## config.mk

```make
export PLATFORM = sky130hd
export DESIGN_NAME = fastram_sdram_bridge_flat
export DESIGN_NICKNAME = d
export VERILOG_FILES = /design/src/rtl/fastram_sdram_bridge_if.sv /design/src/rtl/fastram_sdram_bridge.sv /design/src/flat_wrapper.sv
export SDC_FILE = /design/constraint.sdc
export NUM_CORES = 1
export LEC_CHECK = 0
export ABC_CLOCK_PERIOD_IN_PS = 2700
export BUFFER_PORTS_ARGS = -buffer_cell sky130_fd_sc_hd__buf_2
export CAP_MARGIN = 20
export CORE_ASPECT_RATIO = 0.9
export CORE_MARGIN = 2
export CORE_UTILIZATION = 30
export DETAILED_ROUTE_END_ITERATION = 8
export GPL_TIMING_DRIVEN = 0
export PLACE_DENSITY = 0.56
export SLEW_MARGIN = 20
export SYNTH_ARGS = -nofsm -noshare
export SYNTH_HDL_FRONTEND = slang
export SYNTH_SLANG_ARGS = --single-unit
```

## constraint.sdc

```tcl
create_clock -name clk_sys -period 2.7 [get_ports clk_sys]
set_input_delay 0.54 -clock clk_sys [delete_from_list [all_inputs] [get_ports clk_sys]]
set_output_delay 0.54 -clock clk_sys [all_outputs]
set_load 0.02 [all_outputs]
```

## src/rtl/fastram_sdram_bridge_if.sv

```systemverilog
// SDRAM-side word request channel of the fast-RAM bridge: level request, one-cycle ack.
// The bridge drives the request side (master); the SDRAM controller answers (slave).
interface fastram_sdram_bridge_if;
    logic        sd_req;
    logic        sd_we;
    logic [21:0] sd_addr;
    logic [1:0]  sd_be;
    logic [15:0] sd_wdata;
    logic [15:0] sd_rdata;
    logic        sd_ack;

    modport master (
        output sd_req, sd_we, sd_addr, sd_be, sd_wdata,
        input  sd_rdata, sd_ack
    );

    modport slave (
        input  sd_req, sd_we, sd_addr, sd_be, sd_wdata,
        output sd_rdata, sd_ack
    );
endinterface

```

## src/rtl/fastram_sdram_bridge.sv

```systemverilog
// Byte-wide fast-RAM port to 16-bit SDRAM word requests, with a one-word read line
// and a one-entry posted write; the core is stalled only on read misses and conflicts.
module fastram_sdram_bridge #(
    parameter int unsigned TIMEOUT     = 256,
    parameter int unsigned LINE_ENABLE = 1
) (
    input  logic                          clk_sys,
    input  logic                          reset_n,
    input  logic                          cpu_strobe,
    input  logic                          cpu_ce,
    input  logic                          cpu_we,
    input  logic [22:0]                   cpu_addr,
    input  logic [7:0]                    cpu_din,
    output logic [7:0]                    cpu_dout,
    output logic                          cpu_wait,
    input  logic                          flush,
    fastram_sdram_bridge_if.master        sd,
    output logic                          err
);

    localparam int unsigned CW = (TIMEOUT > 2) ? $clog2(TIMEOUT) : 1;
    localparam logic [CW-1:0] TMO_LAST = CW'(TIMEOUT - 1);

    typedef enum logic [1:0] {IDLE, WR_REQ, RD_REQ, RD_DONE} state_t;

    state_t      state_q, state_d;
    logic        stall_q, stall_d;
    logic        line_valid_q, line_valid_d;
    logic [21:0] line_tag_q, line_tag_d;
    logic [15:0] line_data_q, line_data_d;
    logic [7:0]  cpu_dout_q, cpu_dout_d;
    logic        err_q, err_d;
    logic        sd_req_q, sd_req_d;
    logic        sd_we_q, sd_we_d;
    logic [21:0] sd_addr_q, sd_addr_d;
    logic [1:0]  sd_be_q, sd_be_d;
    logic [15:0] sd_wdata_q, sd_wdata_d;
    logic        rd_hi_q, rd_hi_d;
    logic [CW-1:0] tmo_cnt_q, tmo_cnt_d;

    logic       accept, hit, tag_match, ack, tmo;
    logic [7:0] hit_byte, rd_byte;

    always_comb begin
        accept    = cpu_strobe & cpu_ce;
        tag_match = line_valid_q && (line_tag_q == cpu_addr[22:1]);
        hit       = (LINE_ENABLE != 0) && tag_match;
        ack       = sd.sd_ack & sd_req_q;
        tmo       = sd_req_q && !sd.sd_ack && (tmo_cnt_q == TMO_LAST);
        hit_byte  = cpu_addr[0] ? line_data_q[15:8] : line_data_q[7:0];
        rd_byte   = rd_hi_q ? sd.sd_rdata[15:8] : sd.sd_rdata[7:0];

        state_d      = state_q;
        line_valid_d = line_valid_q;
        line_tag_d   = line_tag_q;
        line_data_d  = line_data_q;
        cpu_dout_d   = cpu_dout_q;
        err_d        = err_q;
        sd_req_d     = sd_req_q;
        sd_we_d      = sd_we_q;
        sd_addr_d    = sd_addr_q;
        sd_be_d      = sd_be_q;
        sd_wdata_d   = sd_wdata_q;
        rd_hi_d      = rd_hi_q;
        cpu_wait     = 1'b0;

        // Flush is applied first so a coincident fill below still leaves the line valid.
        if (flush) line_valid_d = 1'b0;

        unique case (state_q)
            IDLE: begin
                if (accept) begin
                    if (cpu_we) begin
                        state_d    = WR_REQ;
                        sd_req_d   = 1'b1;
                        sd_we_d    = 1'b1;
                        sd_addr_d  = cpu_addr[22:1];
                        sd_be_d    = cpu_addr[0] ? 2'b10 : 2'b01;
                        sd_wdata_d = {cpu_din, cpu_din};
                        if (tag_match) begin
                            if (cpu_addr[0]) line_data_d[15:8] = cpu_din;
                            else             line_data_d[7:0]  = cpu_din;
                        end
                    end else if (hit) begin
                        cpu_dout_d = hit_byte;
                    end else begin
                        cpu_wait  = 1'b1;
                        state_d   = RD_REQ;
                        sd_req_d  = 1'b1;
                        sd_we_d   = 1'b0;
                        sd_addr_d = cpu_addr[22:1];
                        sd_be_d   = 2'b11;
                        rd_hi_d   = cpu_addr[0];
                    end
                end
            end
            WR_REQ, RD_REQ: begin
                cpu_wait = (state_q == RD_REQ) | stall_q | accept;
                if (ack) begin
                    sd_req_d = 1'b0;
                    if (state_q == RD_REQ) begin
                        line_valid_d = 1'b1;
                        line_tag_d   = sd_addr_q;
                        line_data_d  = sd.sd_rdata;
                        cpu_dout_d   = rd_byte;
                        state_d      = RD_DONE;
                    end else begin
                        state_d = IDLE;
                    end
                end else if (tmo) begin
                    sd_req_d     = 1'b0;
                    err_d        = 1'b1;
                    line_valid_d = 1'b0;
                    if (state_q == RD_REQ) cpu_dout_d = 8'hFF;
                    state_d = IDLE;
                end
            end
            RD_DONE: begin
                cpu_wait = stall_q | accept;
                state_d  = IDLE;
            end
            default: state_d = IDLE;
        endcase

        // A strobe refused outside IDLE keeps the core stalled until the bridge is idle again.
        stall_d   = (state_d != IDLE) && (stall_q || (state_q != IDLE && accept));
        tmo_cnt_d = (sd_req_q && sd_req_d) ? tmo_cnt_q + CW'(1) : '0;
    end

    always_ff @(posedge clk_sys or negedge reset_n) begin
        if (!reset_n) begin
            state_q      <= IDLE;
            stall_q      <= 1'b0;
            line_valid_q <= 1'b0;
            line_tag_q   <= '0;
            line_data_q  <= '0;
            cpu_dout_q   <= 8'hFF;
            err_q        <= 1'b0;
            sd_req_q     <= 1'b0;
            sd_we_q      <= 1'b0;
            sd_addr_q    <= '0;
            sd_be_q      <= '0;
            sd_wdata_q   <= '0;
            rd_hi_q      <= 1'b0;
            tmo_cnt_q    <= '0;
        end else begin
            state_q      <= state_d;
            stall_q      <= stall_d;
            line_valid_q <= line_valid_d;
            line_tag_q   <= line_tag_d;
            line_data_q  <= line_data_d;
            cpu_dout_q   <= cpu_dout_d;
            err_q        <= err_d;
            sd_req_q     <= sd_req_d;
            sd_we_q      <= sd_we_d;
            sd_addr_q    <= sd_addr_d;
            sd_be_q      <= sd_be_d;
            sd_wdata_q   <= sd_wdata_d;
            rd_hi_q      <= rd_hi_d;
            tmo_cnt_q    <= tmo_cnt_d;
        end
    end

    assign cpu_dout    = cpu_dout_q;
    assign err         = err_q;
    assign sd.sd_req   = sd_req_q;
    assign sd.sd_we    = sd_we_q;
    assign sd.sd_addr  = sd_addr_q;
    assign sd.sd_be    = sd_be_q;
    assign sd.sd_wdata = sd_wdata_q;

endmodule

```

## src/flat_wrapper.sv

```systemverilog
// flat-port wrapper written by rule: the top's interface ports become plain ports
module fastram_sdram_bridge_flat 
#(
    parameter int unsigned TIMEOUT     = 256,
    parameter int unsigned LINE_ENABLE = 1
)
  (clk_sys, reset_n, cpu_strobe, cpu_ce, cpu_we, cpu_addr, cpu_din, cpu_dout, cpu_wait, flush, err, sd_sd_req, sd_sd_we, sd_sd_addr, sd_sd_be, sd_sd_wdata, sd_sd_rdata, sd_sd_ack);
  fastram_sdram_bridge_if sd_i ();
  input  logic clk_sys;
  input  logic reset_n;
  input  logic cpu_strobe;
  input  logic cpu_ce;
  input  logic cpu_we;
  input  logic [22:0] cpu_addr;
  input  logic [7:0] cpu_din;
  output logic [7:0] cpu_dout;
  output logic cpu_wait;
  input  logic flush;
  output logic err;
  output wire logic [$bits(sd_i.sd_req)-1:0] sd_sd_req;
  output wire logic [$bits(sd_i.sd_we)-1:0] sd_sd_we;
  output wire logic [$bits(sd_i.sd_addr)-1:0] sd_sd_addr;
  output wire logic [$bits(sd_i.sd_be)-1:0] sd_sd_be;
  output wire logic [$bits(sd_i.sd_wdata)-1:0] sd_sd_wdata;
  input wire logic [$bits(sd_i.sd_rdata)-1:0] sd_sd_rdata;
  input wire logic [$bits(sd_i.sd_ack)-1:0] sd_sd_ack;
  assign sd_sd_req = sd_i.sd_req;
  assign sd_sd_we = sd_i.sd_we;
  assign sd_sd_addr = sd_i.sd_addr;
  assign sd_sd_be = sd_i.sd_be;
  assign sd_sd_wdata = sd_i.sd_wdata;
  assign sd_i.sd_rdata = sd_sd_rdata;
  assign sd_i.sd_ack = sd_sd_ack;
  fastram_sdram_bridge #(.TIMEOUT(TIMEOUT), .LINE_ENABLE(LINE_ENABLE)) u_core (.clk_sys(clk_sys), .reset_n(reset_n), .cpu_strobe(cpu_strobe), .cpu_ce(cpu_ce), .cpu_we(cpu_we), .cpu_addr(cpu_addr), .cpu_din(cpu_din), .cpu_dout(cpu_dout), .cpu_wait(cpu_wait), .flush(flush), .sd(sd_i), .err(err));
endmodule
```

==> results of run 1 <==
==> layer usage <==
layer | part of all wire [%] | global-route usage, % | wire length, um
met4 | 1.7 | 5.859 | 183
met5 | 0.16 | 0 | 17
met2 | 45 | 21.21 | 4984
met1 | 47 | 18.67 | 5120
met3 | 5.9 | 3.594 | 649
==> cells in the mapped netlist, types with 2 or more instances <==
library cell	number	share of area [%]
sky130_fd_sc_hd__buf_4	8	1.3
sky130_fd_sc_hd__mux2i_1	9	1.9
sky130_fd_sc_hd__nor2_1	14	1.1
sky130_fd_sc_hd__dfrtp_1	86	46
sky130_fd_sc_hd__ha_1	7	1.9
sky130_fd_sc_hd__xnor2_1	25	4.7
sky130_fd_sc_hd__nand2b_1	9	1.2
sky130_fd_sc_hd__a21oi_1	10	1.1
sky130_fd_sc_hd__dfstp_2	8	4.5
sky130_fd_sc_hd__a211oi_1	10	1.6
sky130_fd_sc_hd__mux2_4	8	2.6
sky130_fd_sc_hd__nand3_1	8	0.86
sky130_fd_sc_hd__xor2_1	3	0.56
sky130_fd_sc_hd__and3_1	2	0.27
sky130_fd_sc_hd__nand2_1	44	3.5
sky130_fd_sc_hd__mux2_2	69	17
sky130_fd_sc_hd__o21ai_0	5	0.54
sky130_fd_sc_hd__buf_2	4	0.43
sky130_fd_sc_hd__a31oi_1	3	0.40
sky130_fd_sc_hd__nor2b_1	9	1.2
sky130_fd_sc_hd__inv_1	10	0.80
sky130_fd_sc_hd__nor3b_1	2	0.32
sky130_fd_sc_hd__clkbuf_1	12	0.96
sky130_fd_sc_hd__buf_1	3	0.24
sky130_fd_sc_hd__nand4_1	5	0.67
==> flip-flops by register name, indices dropped and copies added, names as in the netlist <==
| signal | cells |
|---|---|
| u_core.line_tag_q | 22 |
| u_core.line_data_q | 16 |
| u_core.sd.sd_wdata | 8 |
| u_core.err | 1 |
| u_core.tmo_cnt_q | 8 |
| u_core.sd.sd_we | 1 |
| u_core.cpu_dout | 8 |
| u_core.rd_hi_q | 1 |
| u_core.state_q | 2 |
| u_core.sd.sd_addr | 22 |
| u_core.stall_q | 1 |
| u_core.line_valid_q | 1 |
| u_core.sd.sd_req | 1 |
| u_core.sd.sd_be | 2 |
==> final cells by class <==
class	count	area, um2	share of cell area (%)
flip-flops and latches	94	2362	40.32
multi-input cells	264	2142	36.57
repair buffers	109	590.6	10.08
clock buffers	12	256.5	4.378
well taps	202	252.7	4.314
plain buffers	28	148.9	2.542
clock inverters	3	67.56	1.153
inverters	10	37.54	0.6408
==> power groups by stage <==
stage	clock [mW]	combinational, mW	sequential (mW)
final	1.37	3.72	2.52
after CTS	1.41	3.70	2.53
after global routing	1.48	4.05	2.62
after global placement	0	3.63	2.51
after floorplan	0	2.29	2.87
after detailed placement	0	3.68	2.55
==> worst max-delay path, stage by stage (launching register included) <==
cell,delay [ns]
sky130_fd_sc_hd__dfrtp_1,0.38
sky130_fd_sc_hd__xnor2_1,0.17
sky130_fd_sc_hd__nand4_1,0.20
sky130_fd_sc_hd__nor4_4,0.40
sky130_fd_sc_hd__and2_4,0.21
sky130_fd_sc_hd__o31a_1,0.19
sky130_fd_sc_hd__a21oi_2,0.05
sky130_fd_sc_hd__buf_6,0.13
==> cell families after synthesis <==
| kind of cell | count (synthesis) | share of synthesized area (%) |
|---|---|---|
| simple gates | 100 | 10.66 |
| fa+ha+maj | 7 | 1.875 |
| buf+inv | 38 | 3.964 |
| compound gates | 43 | 6.562 |
| xor+xnor | 28 | 5.249 |
| mux | 86 | 21.13 |
| flops | 94 | 50.56 |
==> per-stage QoR <==
step	setup WS, ns	std cells
6_report	0.08868	722
5_1_grt	-0.04097	722
4_1_cts	0.005041	719
3_5_place_dp	-0.1370	703
3_3_place_gp	-0.09531	702
2_1_floorplan	0.4945	396
==> worst paths after layout <==
kind / startpoint / end / slack (ns) / cells after the start
max in group asynchronous: reset_n / u_core.line_tag_q[17] / 1.98 / 2
max: u_core.line_tag_q[7] / cpu_wait / 0.09 / 7
min reg2reg: u_core.tmo_cnt_q[0] / u_core.tmo_cnt_q[0] / 0.49 / 1
min in group clk_sys: cpu_din[6] / u_core.sd.sd_wdata[14] / 0.45 / 2
min: reset_n / u_core.sd.sd_wdata[8] / 0.12 / 1
max reg2reg: u_core.line_tag_q[7] / u_core.sd.sd_addr[15] / 0.14 / 8
==> repair_timing <==
item,4_1_cts,5_1_grt
buffers inserted,1,3
gates resized for setup,0,8
pin swaps,1,4
setup endpoints to repair,1,8
==> run summary, run 1 <==
The count of flip-flops with a built-in enable after synthesis was 0; the number of fillers in the final layout was 1,494. The tools report the number of nets in the final layout as 577. The first-pass GRT wire length was 17.86 mm. STA classifies the critical path endpoint as a primary output.

In this run the count of I/O pins placed on the die edge is 106. The logs give 396 for the post-synthesis cell count and 48.8% for the relative contribution of combinational cells to total power. Among all flip-flop cells after synthesis, the most frequent one is sky130_fd_sc_hd__dfrtp_1. Detailed routing inserted a total of 3,335 vias. The cell area after technology mapping is 0.004672 mm2. The run finished with clean final reports. In this run the clock root is driven by a sky130_fd_sc_hd__clkbuf_16. Switching power as a share of total power: 37.75%. The average via count per standard cell was 4.619; the number of DRC violations after detailed-routing iteration 0 was 80.

Dividing the synthesized area by the synthesized cell count gives 11.80 um2. Dividing the detail-routed wire length by the instance count gives 15.17 um. For this run, asynchronously set or reset flops after synthesis account for 100.0%. The netlist uses 48 different library cells.

The worst setup path is launched from a flip-flop. The tools report the floorplan die area as 0.01659 mm2. The total wirelength of the detailed-routed design was 10.96 mm; the initial antenna violation count was 1.

The tools report the count of clock tree sinks as 94. The internal portion of the total power is 4.740 mW. The clock passes through at most 2 buffers. The share of final-layout standard cells stronger than drive strength 1 works out to 44.42%. TritonCTS built the clock tree. After floorplanning, the core was divided into 43 placement rows. The most common cell after layout, fill and taps aside is sky130_fd_sc_hd__buf_2. Buffers placed on the I/O ports in this run total 104. The height of the die is 122.4 um, and the overall die width is 135.5 um. The run gives 7.614 mW as the final total power.

At the worst endpoint, the arrival time is 2.07 ns. Maximum fanout count along the critical path: 3. For the leakage power summed over all cells, the log shows 2.697 nW. The count of nets left with antenna violations once routing finished came out at 0.

The share of synthesized area occupied by flip-flops and latches is 50.56%. Across the run, the number of max-cap violations was 0. Setup violations remaining at the end of the flow were counted as 0. The count of endpoints failing hold in the final timing report came out at 0. The Yosys step of the flow raised 0 warnings.

The total power per unit cell area is 1300 mW/mm2. At the end of routability-driven placement, the weighted congestion stood at 0.8148. The clock arrives with 0.007179 ns of skew. Adding up every negative setup slack in the final design gives 0 ns.

The required time at the worst-slack endpoint is 2.16 ns, and the initial cell density of the core is 30.47%. After clock tree synthesis, the clock-pin slew on the worst setup and hold paths is 0.06 ns. For this design the total switching power over the nets is 2.874 mW. Relative contribution of sequential cells to total power: 33.2%.

The relative slew slack is 53.04%, and the core outline area is 0.01533 mm2. Global routing used 13.87% of the available tracks. The register bit total from synthesis works out to 94. The top cell types in the final layout, fill and taps aside, are 106 x sky130_fd_sc_hd__buf_2, 86 x sky130_fd_sc_hd__dfrtp_1, 69 x sky130_fd_sc_hd__mux2_2.

The later pin in the worst-skew pair is clocked with a latency of 0.34 ns. Buffers inserted to repair hold after CTS numbered 0. Detailed placement finished with a half-perimeter wire length of 8.077 mm. Based on the critical path, the design can be clocked at up to 382.9 MHz. The area added between synthesis and finish came out at 25.39%. Entering global routing, the biggest net connects 51 pins.

The placed instance area was 0.005479 mm2; the final critical delay including setup and external delays was 2.611 ns. For the first-pass detailed-route iteration total, the log shows 4. 0 antenna diodes ended up in the layout. Detailed-route DRC error count: 0. The actual transition at the worst max-transition pin is 0.7044 ns. Global routing finished with a remaining overflow of 0. Across all hold checks on the routed design, the worst slack comes to 0.1186 ns. The run gives 18.0% as the proportion of power drawn by the clock network. The number of nets handed over by synthesis was 457.

The worst setup path is of the reg -> out kind. Portion of the clock cycle consumed by the worst path in the final layout: 96.72%. At the end of the flow the core is filled with cells to 38.20%. The run gives 3,480 as the number of global-route vias before repair.

Setup repair after global routing could not meet its margin everywhere. Counting the buffers created by CTS gives 9. The final standard cell area without fillers was 0.005858 mm2; the number of max-slew violations in the final report was 0. IR analysis of the VDD net gives a maximum drop of 0.0005874 V.

For the maximum level of the CTS H-tree, the log shows 3. The path class of the tightest hold or removal check is in -> async.
(Power assumes the default switching activity.)
==> run 2: changes to the inputs <==
--- a/config.mk
+++ b/config.mk
@@ -13,7 +13,6 @@
 export CORE_UTILIZATION = 30
 export DETAILED_ROUTE_END_ITERATION = 8
 export GPL_TIMING_DRIVEN = 0
-export PLACE_DENSITY = 0.56
 export SLEW_MARGIN = 20
 export SYNTH_ARGS = -nofsm -noshare
 export SYNTH_HDL_FRONTEND = slang
==> run 2 against run 1 <==
- critical path depth unchanged
- count of clock-buffer cells in the layout unchanged
- routed wire length increased by 3.6%
- sequential power about the same
- final area decreased by 0.88%
- clock power decreased by 12%
- cell count unchanged
- non-clock buffer count decreased by 1
- die area unchanged
- worst hold slack got worse by 0.018 ns
- critical path type unchanged
- largest cell class unchanged
==> run summary, run 2 (same netlist as run 1, synthesis figures left out) <==
The tools report the final standard cell area without fillers as 0.005807 mm2 (was 0.005858 mm2). The tools report the critical path startpoint category as a flip-flop (unchanged). The tools report the floorplan die area as 0.01659 mm2 (unchanged). The relative slew slack was 53.49% (was 53.04%); the max-capacitance violation count was 0 (unchanged).

The run gives 0 (unchanged) as the hold buffer count at cts. The master of the slowest instance on the critical path was sky130_fd_sc_hd__nor4_4 (unchanged). The overall die width is 135.5 um (unchanged), and the total negative setup slack is 0 ns (unchanged). The run gives 576 (was 577) as the number of nets in the final layout. The clock-pin slew of the registers on the worst-case setup and hold paths was 0.07 ns (was 0.06 ns); the count of inserted antenna diode cells was 0 (unchanged).

For the count of endpoints failing hold in the final timing report, the log shows 0 (unchanged). The detail-routed net length per standard cell is 15.72 um (was 15.17 um). The worst min-delay path class is in -> async (unchanged). Cell-by-cell listing of the critical path: xnor2_2, nand4_1, nor4_4, and2_4, o31a_1, a21oi_1, buf_2 (was xnor2_1, nand4_1, nor4_4, and2_4, o31a_1, a21oi_2, buf_6). Leakage power summed over all cells: 2.670 nW (was 2.697 nW).

The number of placed cells counting well taps was 703 (unchanged); the antenna violation net count after detailed routing was 0 (unchanged). The type of the worst setup path is reg -> out (unchanged). Number of top-level design ports: 106 (unchanged). The buffer and inverter count on the worst path was 1 (unchanged). TritonCTS built the clock tree. The tools report the buffer type at the clock tree root as sky130_fd_sc_hd__clkbuf_16 (unchanged). The first-pass GRT wire length was 18.13 mm (was 17.86 mm); the initial antenna violation count was 0 (was 1).

Number of global-route vias before repair: 3,482 (was 3,480). The number of buffers added on ports is 104 (unchanged), and the final critical delay including setup and external delays is 2.601 ns (was 2.611 ns). The cell type group with the largest total delay on the critical path is simple AND/OR/NAND/NOR gates (unchanged). The average via count per standard cell was 4.688 (was 4.619).

Final number of setup-violating endpoints: 0 (unchanged). The tools report the kind of capture point of the worst setup path as a primary output (unchanged). The count of clock tree sinks was 94 (unchanged); the number of buffers added by the clock tree synthesis step was 9 (unchanged). The top achievable clock speed is 384.4 MHz (was 382.9 MHz). The tools report the number of rows in the core area as 43 (unchanged).

The maximum fanout count along the critical path works out to 3 (unchanged). The via count came out at 3,385 (was 3,335). Data arrival time of the critical path: 2.06 ns (was 2.07 ns). The overflow left after global routing is 0 (unchanged), and the clock latency of the later-clocked register in the worst-skew pair is 0.34 ns (about the same). The initial cell density of the core is 30.47% (unchanged). The run gives 2.16 ns (about the same) as the required time at the worst-slack endpoint. Most common cell after layout, fill and taps aside: sky130_fd_sc_hd__buf_2 (unchanged).

Number of DRC violations after detailed-routing iteration 0: 165 (was 80). The tools report the first-pass detailed-route iteration total as 4 (unchanged). Total wirelength of the detailed-routed design: 11.35 mm (was 10.96 mm). The flow ran to the end, and the final reports show no timing, DRC or antenna violations. The height of the die works out to 122.4 um (unchanged). Commonest non-fill, non-tap cells in the layout: 105 x sky130_fd_sc_hd__buf_2, 86 x sky130_fd_sc_hd__dfrtp_1, 69 x sky130_fd_sc_hd__mux2_2 (was 106 x sky130_fd_sc_hd__buf_2, 86 x sky130_fd_sc_hd__dfrtp_1, 69 x sky130_fd_sc_hd__mux2_2). The total power per unit cell area was 1283 mW/mm2 (was 1300 mW/mm2); the setup skew after layout was 0.01110 ns (was 0.007179 ns). The tools report the area occupied by multi-input gates as 0.002146 mm2 (was 0.002142 mm2). The storage element area is 0.002362 mm2 (unchanged).

The run gives 8.380 mm (was 8.077 mm) as the post-detailed-placement half-perimeter wirelength. The core outline area is 0.01533 mm2 (unchanged). Portion of the clock cycle consumed by the worst path in the final layout: 96.35% (was 96.72%). The number of fillers in the final layout is 1,503 (was 1,494), and the actual transition at the worst max-transition pin is 0.6977 ns (was 0.7044 ns). The placed instance area is 0.005479 mm2 (unchanged). Detailed-route DRC error count: 0 (unchanged). For the number of max-slew violations in the final report, the log shows 0 (unchanged). The share of final-layout standard cells stronger than drive strength 1 is 44.23% (was 44.42%), and the longest individual stage delay on the worst path is 0.41 ns (was 0.40 ns). The worst-case vdd ir drop is 0.0005752 V (was 0.0005874 V). The maximum count of clock buffers along a single path came out at 2 (unchanged). For the placer's final routability congestion estimate, the log shows 0.8899 (was 0.8148).

Setup repair after global routing could not meet its margin everywhere. The number of non-filler instances in the completed layout is 722 (unchanged), and the maximum number of pins on one net before global-route repair is 56 (was 51). The aggregate global-route resource usage is 14.18% (was 13.87%). The maximum level of the CTS H-tree was 3 (unchanged); the area added between synthesis and finish was 24.29% (was 25.39%).
[run 2: cell count changes in the layout (fill, tap and decap cells not counted), sizes merged]
cell / previous run / this run
clkbuf: 24 / 26
bufinv: 2 / 0
buf: 125 / 122
clkinvlp: 1 / 3
inv: 10 / 11
[run 2: power by group]
part	internal [mW]	switching, mW	total (mW)
clock	0.654	0.542	1.20
combinational	1.75	1.97	3.72
sequential	2.12	0.418	2.53
total	4.52	2.93	7.45
[run 2: routing by layer]
| layer | GRT usage (%) | vias up | routed length [um] |
|---|---|---|---|
| li1 | - | 1600 | - |
| met3 | 3.470 | 12 | 537 |
| met1 | 18.97 | 1700 | 5230 |
| met5 | 0 | - | 0 |
| met4 | 5.143 | 0 | 188 |
| met2 | 22.41 | 73 | 5391 |
[run 2: worst register-to-register path, cell delays in order, from the launching register on]
cell                       delay, ns
sky130_fd_sc_hd__dfrtp_1        0.40
sky130_fd_sc_hd__xnor2_2        0.13
sky130_fd_sc_hd__nand4_1        0.18
sky130_fd_sc_hd__nor4_4         0.41
sky130_fd_sc_hd__buf_4          0.20
sky130_fd_sc_hd__a31o_2         0.14
sky130_fd_sc_hd__buf_2          0.25
sky130_fd_sc_hd__clkbuf_4       0.31
sky130_fd_sc_hd__mux2_2         0.36
[run 2: final cells by class]
type,count,share of cell area (%)
buffer,28,2.650
clock buffer,12,4.245
clock inverter,4,0.5387
inverter,10,0.6464
multi-input combinational,264,36.95
sequential,94,40.68
tap,202,4.353
timing repair buffer,108,9.933
[run 2: path summary, 6_finish.rpt]
check	start	end	slack, ns	cells past startpoint
worst max register to register	u_core.line_tag_q[13]	u_core.sd.sd_addr[14]	0.21	8
max in group asynchronous	reset_n	u_core.cpu_dout[1]	1.98	2
min in group clk_sys	cpu_din[6]	u_core.sd.sd_wdata[14]	0.45	2
worst max-delay path	u_core.line_tag_q[13]	cpu_wait	0.1	7
worst min register to register	u_core.err	u_core.err	0.47	1
worst min-delay path	reset_n	u_core.sd.sd_wdata[14]	0.10	1
[run 2: repair_timing]
item                       4_1_cts  5_1_grt
hold endpoints to repair         0        0
pin swaps                        1        3
setup endpoints to repair        1       23
gates resized for setup          1        6
buffers inserted                 1        2
[run 2: through the flow]
step | hold slack [ns] | setup WS (ns) | utilization (%) | total power [mW]
final | 0.1004 | 0.09855 | 37.87 | 7.449
after global placement | 0.4623 | -0.1115 | 35.51 | 6.141
after detailed placement | 0.4668 | -0.1456 | 35.73 | 6.258
after CTS | 0.1085 | 0.0009082 | 37.60 | 7.481
after floorplan | 0.2444 | 0.4945 | - | 5.163
after global routing | 0.1200 | -0.05334 | 37.87 | 7.971
==> run 3: changes to the inputs <==
--- a/config.mk
+++ b/config.mk
@@ -9,8 +9,7 @@
 export BUFFER_PORTS_ARGS = -buffer_cell sky130_fd_sc_hd__buf_2
 export CAP_MARGIN = 20
 export CORE_ASPECT_RATIO = 0.9
-export CORE_MARGIN = 2
-export CORE_UTILIZATION = 30
+export CORE_UTILIZATION = 40
 export DETAILED_ROUTE_END_ITERATION = 8
 export GPL_TIMING_DRIVEN = 0
 export SLEW_MARGIN = 20
==> run 3 against run 2 <==
- via count shrank 0.62%
- clock skew is essentially flat
- critical path depth is the same
- sequential share of layout area grew 0.53 points
- clock power grew 4%
- critical path type unchanged
- maximum frequency grew 1.3%
- utilization grew 12 points
- non-clock buffer count shrank 1
==> run summary, run 3 (same netlist as run 1, synthesis figures left out) <==
The flow ran to the end, and the final reports show no timing, DRC or antenna violations. The tools report the placer's final routability congestion estimate as 0.7957 (was 0.8899). Critical path startpoint category: a flip-flop (unchanged).

The run gives 0.01212 mm2 (was 0.01659 mm2) as the floorplan die area. The final critical delay including setup and external delays was 2.568 ns (was 2.601 ns); the number of DRC violations after detailed-routing iteration 0 was 151 (was 165). The maximum fanout count along the critical path is 3 (unchanged). The tools report the number of placed cells counting well taps as 657 (was 703). The post-detailed-placement half-perimeter wirelength came out at 7.810 mm (was 8.380 mm). The required time at the worst-slack endpoint was 2.16 ns (about the same); the data arrival time of the critical path was 2.03 ns (was 2.06 ns). The share of final-layout standard cells stronger than drive strength 1 is 43.93% (was 44.23%). Detailed-route DRC error count: 0 (unchanged). For the clock latency of the later-clocked register in the worst-skew pair, the log shows 0.34 ns (about the same). The logs give 0 (unchanged) for the overflow left after global routing and 17.44 mm (was 18.13 mm) for the first-pass GRT wire length. The type of the worst setup path is reg -> out (unchanged). The run gives 0.002131 mm2 (was 0.002146 mm2) as the area occupied by multi-input gates.

TritonCTS built the clock tree. For the final standard cell area without fillers, the log shows 0.005732 mm2 (was 0.005807 mm2). The max-capacitance violation count was 0 (unchanged); the height of the die was 104.5 um (was 122.4 um). The number of rows in the core area was 37 (was 43).

The total wirelength of the detailed-routed design was 10.80 mm (was 11.35 mm). The clock-pin slew of the registers on the worst-case setup and hold paths was 0.07 ns (about the same). The storage element area was 0.002362 mm2 (unchanged); the average via count per standard cell was 4.984 (was 4.688).

The maximum number of pins on one net before global-route repair came out at 55 (was 56). The logs give 0.005421 mm2 (was 0.005479 mm2) for the placed instance area and 0 (unchanged) for the hold buffer count at cts. The run gives 7.454 mW (was 7.449 mW) as the final total power. Setup repair after global routing could not meet its margin everywhere. The portion of the clock cycle consumed by the worst path in the final layout was 95.12% (was 96.35%). The count of inserted antenna diode cells was 0 (unchanged). The number of non-filler instances in the completed layout is 675 (was 722), and the top achievable clock speed is 389.4 MHz (was 384.4 MHz). The logs give 0 (unchanged) for the antenna violation net count after detailed routing and 0.01139 mm2 (was 0.01533 mm2) for the core outline area. The worst min-delay path class is in -> async (unchanged). The worst-case vdd ir drop was 0.0004894 V (was 0.0005752 V); the actual transition at the worst max-transition pin was 0.6831 ns (was 0.6977 ns).

The run gives 0 (unchanged) as the number of max-slew violations in the final report. The count of clock tree sinks is 94 (unchanged). The number of fillers in the final layout came out at 1,081 (was 1,503). Number of nets in the final layout: 575 (was 576). The logs give 9 (unchanged) for the number of buffers added by the clock tree synthesis step and 3 (unchanged) for the maximum level of the CTS H-tree.

The tools report the relative slew slack as 54.46% (was 53.49%). The logs give 4 (unchanged) for the first-pass detailed-route iteration total and 106 (unchanged) for the number of top-level design ports. The leakage power summed over all cells was 2.659 nW (was 2.670 nW); the aggregate global-route resource usage was 18.95% (was 14.18%). The maximum count of clock buffers along a single path was 2 (unchanged); the detail-routed net length per standard cell was 15.99 um (was 15.72 um).

The count of endpoints failing hold in the final timing report was 0 (unchanged). The total power per unit cell area is 1300 mW/mm2 (was 1283 mW/mm2). The kind of capture point of the worst setup path is a primary output (unchanged). The utilization after layout is 50.33% (was 37.87%), and the setup skew after layout is 0.01084 ns (was 0.01110 ns).

The tools report the via count as 3,364 (was 3,385). The area added between synthesis and finish was 22.68% (was 24.29%); the number of buffers added on ports was 104 (unchanged). The tools report the buffer type at the clock tree root as sky130_fd_sc_hd__clkbuf_16 (unchanged). For the initial cell density of the core, the log shows 41.02% (was 30.47%). Most common cell after layout, fill and taps aside: sky130_fd_sc_hd__buf_2 (unchanged).

The number of global-route vias before repair came out at 3,472 (was 3,482). The overall die width is 115.9 um (was 135.5 um). The worst hold slack came out at 0.1054 ns (was 0.1004 ns). The tools report the final number of setup-violating endpoints as 0 (unchanged). Commonest non-fill, non-tap cells in the layout: 107 x sky130_fd_sc_hd__buf_2, 86 x sky130_fd_sc_hd__dfrtp_1, 69 x sky130_fd_sc_hd__mux2_2 (was 105 x sky130_fd_sc_hd__buf_2, 86 x sky130_fd_sc_hd__dfrtp_1, 69 x sky130_fd_sc_hd__mux2_2).

The run gives 0 (unchanged) as the initial antenna violation count.
==> run 3: critical path, stage by stage, from the launching register on <==
cell                      delay, ns
sky130_fd_sc_hd__dfrtp_1       0.39
sky130_fd_sc_hd__xnor2_1       0.15
sky130_fd_sc_hd__nand4_1       0.17
sky130_fd_sc_hd__nor4_4        0.37
sky130_fd_sc_hd__and2_4        0.20
sky130_fd_sc_hd__o31a_1        0.17
sky130_fd_sc_hd__a21oi_1       0.07
sky130_fd_sc_hd__buf_2         0.16
==> run 3: report_power, final <==
part	leakage, nW	total (mW)	switching (mW)	internal [mW]
Clock	0.136	1.25	0.603	0.647
Combinational	1.39	3.68	1.96	1.72
Sequential	1.13	2.52	0.406	2.11
Total	2.66	7.45	2.97	4.49
==> run 3: area by class of cell <==
type	count	area share, %
Buffer	28	2.576
Tap cell	156	3.405
Multi-Input combinational cell	264	37.18
Clock buffer	9	3.929
Timing Repair Buffer	107	9.932
Sequential cell	94	41.21
Clock inverter	7	1.113
Inverter	10	0.6549
==> run 3: metrics by stage <==
step	TNS (ns)	setup WS, ns
floorplan	0	0.4945
global placement	-0.06864	-0.007544
detailed placement	-0.4846	-0.07837
CTS	0	0.08362
global route	-0.01329	-0.01329
finish	0	0.1318
==> run 3: final timing paths <==
| kind | from | endpoint | slack [ns] | cells past startpoint |
|---|---|---|---|---|
| worst min-delay path | reset_n | u_core.sd.sd_wdata[8] | 0.11 | 1 |
| worst min register to register | u_core.sd.sd_we | u_core.sd.sd_we | 0.47 | 2 |
| max in group asynchronous | reset_n | u_core.state_q[0] | 1.98 | 2 |
| worst max register to register | u_core.state_q[1] | u_core.line_data_q[7] | 0.22 | 9 |
| worst max-delay path | u_core.line_tag_q[12] | cpu_wait | 0.13 | 7 |
| min in group clk_sys | cpu_din[0] | u_core.sd.sd_wdata[8] | 0.45 | 2 |
==> run 3: routing by layer <==
layer  global-route usage (%)  routed length, um  vias up
li1                         -                  -     1595
met1                    26.49               5069     1671
met2                    28.53               4986       81
met3                    3.963                532       17
met4                    7.601                206        0
met5                        0                  0        -
==> run 3: repair_timing <==
action | 4_1_cts | 5_1_grt
setup endpoints to repair | 3 | 1
buffers inserted | 1 | 1
pin swaps | 1 | 2
resized for setup | 1 | 1
cloned | 0 | 0
